## config.mk

```make
export PLATFORM = sky130hd
export DESIGN_NAME = irq_pending_ctrl
export DESIGN_NICKNAME = d
export VERILOG_FILES = /design/src/rtl/irq_pending_ctrl.sv
export SDC_FILE = /design/constraint.sdc
export NUM_CORES = 1
export LEC_CHECK = 0
export CORE_UTILIZATION = 43
export DETAILED_ROUTE_END_ITERATION = 8
export MAX_ROUTING_LAYER = met4
export PLACE_DENSITY = 0.76
export SYNTH_ARGS = -nofsm -noshare
export SYNTH_HDL_FRONTEND = slang
export SYNTH_SLANG_ARGS = --single-unit
```

## constraint.sdc

```tcl
create_clock -name clk -period 1.5 [get_ports clk]
set_input_delay 0.225 -clock clk [delete_from_list [all_inputs] [get_ports clk]]
set_output_delay 0.225 -clock clk [all_outputs]
set_load 0.01 [all_outputs]
```

## src/rtl/irq_pending_ctrl.sv

```systemverilog
// irq_pending_ctrl: latches 8 request lines into a pending vector and presents
// the highest-priority eligible one (bit 7 first) until acknowledged or timed out.
// Optional feature macro: IRQ_MASK_EN adds the per-request mask port.
// Ports:
//   clk         - single clock, rising edge
//   rst_n       - synchronous active-low reset
//   req[7:0]    - request lines, sampled every cycle
//   ack         - consumer acknowledge of the presented request
//   mask[7:0]   - per-request disable, 1 = masked (IRQ_MASK_EN only)
//   irq_valid   - a request is being presented
//   irq_id[2:0] - index of the presented request
//   pending     - registered pending-request vector
//   irq_timeout - one-cycle pulse after a presentation is abandoned
module irq_pending_ctrl #(
    parameter int ACK_TIMEOUT = 15
) (
    input  logic       clk,
    input  logic       rst_n,
    input  logic [7:0] req,
    input  logic       ack,
`ifdef IRQ_MASK_EN
    input  logic [7:0] mask,
`endif
    output logic       irq_valid,
    output logic [2:0] irq_id,
    output logic [7:0] pending,
    output logic       irq_timeout
);
    typedef enum logic {IDLE, PRESENT} state_t;
    localparam bit         TO_EN = ACK_TIMEOUT != 0;
    localparam logic [7:0] LAST  = 8'(TO_EN ? ACK_TIMEOUT - 1 : 0);
    state_t     state, state_n;
    logic [7:0] cnt, cnt_n, eligible, pending_n;
    logic [2:0] id_n, top;
    logic       timeout_n;
`ifdef IRQ_MASK_EN
    assign eligible = pending & ~mask;
`else
    assign eligible = pending;
`endif
    // Later iterations override earlier ones, so the highest set bit wins.
    always_comb begin
        top = 3'd0;
        for (int i = 0; i < 8; i++)
            if (eligible[i]) top = 3'(i);
    end
    // Requests are OR-ed in after the ack clear so a same-cycle request survives.
    always_comb begin
        state_n   = state;
        id_n      = irq_id;
        cnt_n     = cnt;
        timeout_n = 1'b0;
        pending_n = pending | req;
        if (state == IDLE) begin
            if (eligible != 8'd0) begin
                state_n = PRESENT;
                id_n    = top;
                cnt_n   = 8'd0;
            end
        end else if (ack) begin
            state_n   = IDLE;
            pending_n = (pending & ~(8'd1 << irq_id)) | req;
        end else if (TO_EN && cnt == LAST) begin
            state_n   = IDLE;
            timeout_n = 1'b1;
        end else begin
            cnt_n = cnt + 8'd1;
        end
    end
    always_ff @(posedge clk) begin
        if (!rst_n) begin
            state       <= IDLE;
            irq_id      <= 3'd0;
            cnt         <= 8'd0;
            pending     <= 8'd0;
            irq_timeout <= 1'b0;
        end else begin
            state       <= state_n;
            irq_id      <= id_n;
            cnt         <= cnt_n;
            pending     <= pending_n;
            irq_timeout <= timeout_n;
        end
    end
    assign irq_valid = state == PRESENT;
endmodule

```

* Yosys cells after proc, flatten, opt, wreduce, memory -nomap -nowiden
Cells that the tools add are included.
** Cells by class
- Add/subtract/negate cells :: 1
- $mul :: 0
- Div/mod/pow operators :: 0
- $lt $le $gt $ge :: 0
- Equal/unequal tests :: 3
- Shift operators :: 1
- Mux-type cells :: 18
- Bitwise operators :: 6
- Reductions and logical operators :: 5
** Operators by type and width (number)
- two-way mux 8 bit :: 6
- OR 8 bit :: 2
- two-way mux 3 bit :: 4
- adder 8 x 1 -> 8 bit, second input constant :: 1
- bitwise AND 8 bit :: 1
- equality test 8 x 4 -> 1 bit, second input constant :: 1
- NOT 8 bit :: 1
- nonzero test 8 bit :: 1
- << shifter 1 x 3 -> 8 bit, first input constant :: 1
- two-way mux 1 bit :: 6
- two-way mux 2 bit :: 2
- != test 2 bit, second input constant :: 2
- AND reduction 3 bit :: 1
- OR reduction 3 bit :: 1
- NOT 1 bit :: 2
- AND reduction 2 bit :: 1
- nonzero test 2 bit :: 1
** Word-level totals
- Register bits :: 21
- Latch bits :: 0
- Memory bits (writable) :: 0
- ROM bits :: 0
- Bits of input ports :: 11
- Output and inout bits :: 13
- Logic and storage cells :: 39
- Memories kept :: 0

* Logic depth before layout (Yosys ltp)
- Word-level depth :: 7
- Gate-level depth with buffers :: 6
- Gate-level depth less buffers :: 5

* Worst setup path after synthesis
No wires, ideal clock.
- Kind :: reg-to-reg
- From :: register cnt[0]
- To :: register cnt[7]
- Setup time :: 0.073 ns
- Arrival time :: 1.461 ns
- Data required time :: 1.427 ns
- Setup slack :: -0.034 ns
- Stages on the path, launching flop included :: 6
- Buffers on the path :: 0
- Period minus slack after synthesis :: 1.534 ns
- Path through :: dfxtp_1 > inv_1 > ha_1 > a31o_2 > or4_4 > o211ai_2
** On the way
- Word-level cells in the longest chain between the ends :: 4
- Elaborated cells on any way between the ends :: 7
- Classes of those cells :: add/sub: 1; eq/ne: 2; mux: 3; reduce/logical: 1
** Ends and longest elaborated chain
- from (decl) :: RTL line 33 : logic [7:0] cnt, cnt_n, eligible, pending_n;
- from (signal assigned) :: RTL line 80 : cnt <= cnt_n;
- adder 8 x 1 -> 8 bit :: RTL line 67 : cnt_n = cnt + 8'd1;
- two-way mux 8 bit :: RTL line 63 : end else if (TO_EN && cnt == LAST) begin
- two-way mux 8 bit :: RTL line 60 : end else if (ack) begin
- two-way mux 8 bit :: RTL line 54 : if (state == IDLE) begin
Several ways; a longest one is shown, not always the timed one. The select of a mux whose other input is x is not followed.
A chain may end at the register's enable or synchronous reset.

* Worst setup path after layout
- From :: register pending[5]
- To :: output port pending[5]
** RTL lines
- from (decl) :: RTL line 26 : output logic [7:0] pending,
- from (signal assigned) :: RTL line 81 : pending <= pending_n;
No word-level cell between the ends.

==> results.cfg <==
[outcome]
run_status = complete, no violations

[routing]
drtPass1Iterations = 4
routed_wl_mm = 3.05
drt_iter0_drc = 18
wire_per_inst_um = 15.4
via_per_inst = 5.68
ant_nets = 0
drc = 0
vias = 1124

[sta]
slew_headroom = 0.792
finalCritPeriodShare = 0.975
period_minus_slack_ns = 1.46
worst_slew_pin_slew_ns = 0.308
fmax_mhz = 683
slew_violations = 0
fin_ws_ns = 0.0368
fin_skew_ns = 0.00639
hold_violations = 0
setup_viol = 0

[global_routing]
grt_pass1_wl_mm = 4.76
antenna_found_initial = 0
grt_busiest_layer = met2
overflow = 0
grt_use_met1 = 0.264
track_usage = 0.250
grt_pass1_vias = 1133
grt_max_degree = 15
met2_usage = 0.463
grt_util_met3 = 0.0268

[worst_setup_path]
crit_path_max_fanout = 5
cp-startpoint = pending[5]
worst_setup_path_end_kind = output port
cp_num_buf_inv = 1
r2r_start = cnt[6]
critical-path-slowest-cell = clkdlybuf4s50_1
cp.required_ns = 1.27
start_kind = flip-flop
path_delay_family = buffers and inverters
path_class = flip-flop to output port
cp_slowest_stage_delay_ns = 0.55
crit_chain = clkdlybuf4s50_1
arrival_ns = 1.24

[power_and_ir_drop]
finalPower_w = 0.00118
p_per_area_nw_per_um2 = 737
combPwrFrac = 0.237
power.internal_w = 0.000842
seqPwrFrac = 0.534
power.switching_w = 0.000334
pwr-share-clk = 0.229
p_sw_frac = 0.284
irDropWorstVdd_mv = 0.512
p_leak_nw = 0.671

[synthesis]
synth_mux_area_frac = 0.00963
synth_xor_area_frac = 0
synthCells = 124
synth.avg_cell_area_um2 = 8.39
synth.cell_area_um2 = 1040
synth_top_area_frac = 0.404
synth_compound_area_frac = 0.249
ys_warn_count = 0
synthTopCellsByArea = dfxtp_1 (40%), a21oi_1 (5.8%), o21ai_0 (4.8%)
synthesis.nets = 137
synth_top_family_by_area = compound AO/OA/AOI/OAI gates
ys_types = 36
yosysSeqAreaShare = 0.404
synth-simple-area-share = 0.249
synth_area_leader_cell = dfxtp_1
synthAdderAreaFrac = 0.0241
synth_seq_cells = 21

[floorplanning]
io_pins = 24
start_util = 0.461
coreArea_um2 = 2250
die_height_um = 51.2
fp.dieW_um = 51.2
dieArea_um2 = 2620
rows = 17

[cells_and_area]
finalNonFillerCells = 198
final_common_cell = buf_4
syn_to_final_growth_pct = 53.5
finalInstanceArea_um2 = 1600
n_fill_cell = 190
layout_common_cells = buf_4 (24), clkdlybuf4s50_1 (16), dfxtp_2 (13)
final_util = 0.708
drive_above_1_share = 0.347
antenna_cells = 0
nets = 184

[place]
dp_slack_ns = -0.223
routabilityCongestion = 0.870
dp_cells = 192
numPortBuffers = 23
hpwl_mm = 2.11
placed_cell_area_um2 = 1450

[clock_tree]
cts.clk_slew.worst_paths_ns = 0.12
htreeDepth = 1
cts_tree = built
clk_latency_ns = 0.30
cts_sinks = 21
cts-root-buf = clkbuf_4
numCtsBuffers = 3
cts.path.max_buffers = 2

[worst_hold_path]
min_path_type = input pin to flip-flop
min-delay-start = req[6]

[flow_run]
maxCapViolCount = 0
cell families after synthesis:
logic type                 after synthesis
and+or+nand+nor                         43
DFF                                     21
adders and majority gates                2
buffers and inverters                   17
AOI/OAI and AO/OA                       40
muxes                                    1
sequential cells by signal, indices dropped and copies added (netlist names):
register,flops
irq_timeout,1
irq_valid,1
pending,8
cnt,8
irq_id,3
worst paths after layout:
check | to | depth (start not counted) | slack, ns
worst max-delay path | pending[5] | 1 | 0.04
worst min-delay path | pending[6] | 3 | 0.44
worst max register to register | irq_valid | 6 | 0.04
worst min register to register | pending[0] | 2 | 0.50
synth_stat cells:
| cell type | number |
|---|---|
| dfxtp_1 | 21 |
| buf_2 | 2 |
| nand4_1 | 2 |
| o21ai_0 | 10 |
| or4_1 | 1 |
| a311oi_1 | 1 |
| nand3b_1 | 3 |
| inv_1 | 11 |
| mux2i_1 | 1 |
| nand2_1 | 10 |
| or4_4 | 1 |
| clkbuf_1 | 4 |
| a211oi_2 | 1 |
| nand2b_1 | 2 |
| a31o_2 | 1 |
| nor4_1 | 1 |
| a21o_1 | 1 |
| a31oi_1 | 2 |
| ha_1 | 2 |
| nand3_1 | 6 |
| o32ai_1 | 1 |
| nand2b_4 | 1 |
| o41ai_1 | 1 |
| or3b_2 | 1 |
| o2bb2ai_1 | 1 |
| o211ai_1 | 3 |
| nor2_1 | 7 |
| o22ai_1 | 1 |
| a21oi_1 | 12 |
| nor4_2 | 2 |
| o2111ai_1 | 1 |
| and2_1 | 2 |
| or3_1 | 1 |
| nand4b_1 | 3 |
| o211ai_2 | 1 |
| o31ai_1 | 3 |
power by group through the flow:
stage,Sequential [W],Clock [W],Combinational [W]
6_report,0.000628,0.000269,0.000278
5_1_grt,0.000633,0.000309,0.000298
4_1_cts,0.000630,0.000284,0.000259
3_5_place_dp,0.000636,0,0.000260
3_3_place_gp,0.000636,0,0.000255
2_1_floorplan,0.000646,0,0.0000965
routing by layer:
| metal | wire length [um] | share of wire | vias up |
|---|---|---|---|
| met5 | 0 | 0 | - |
| met4 | 31 | 0.010 | 0 |
| met3 | 105 | 0.034 | 4 |
| met2 | 1630 | 0.53 | 32 |
| met1 | 1280 | 0.42 | 542 |
| li1 | - | - | 546 |
final cells by class:
type | instances | area [um^2] | area share
Multi-Input combinational cell | 86 | 624 | 0.391
Sequential cell | 21 | 444 | 0.278
Timing Repair Buffer | 48 | 424 | 0.266
Inverter | 11 | 41.3 | 0.0259
Tap cell | 28 | 35.0 | 0.0219
Clock buffer | 3 | 22.5 | 0.0141
Clock inverter | 1 | 5.00 | 0.00313
worst min-delay path, delay by kind of cell:
family / cells / cell delay (ns)
compound gates: 1 / 0.05
buf+inv: 2 / 0.44
through the flow:
| step | hold WS, ns | TNS, ns |
|---|---|---|
| after detailed placement | 0.497 | -1.35 |
| after floorplan | 0.342 | 0 |
| after global placement | 0.485 | -1.28 |
| final | 0.442 | 0 |
| after global routing | 0.447 | -0.00189 |
| after CTS | 0.434 | -0.0119 |
what timing repair did:
action / 4_1_cts / 5_1_grt
hold buffers: 0 / 0
endpoints found under the setup margin: 16 / 12
buffers inserted: 0 / 2
pin swaps: 0 / 4
hold endpoints to repair: 0 / 0
resized for setup: 20 / 16
(Power assumes the default switching activity.)
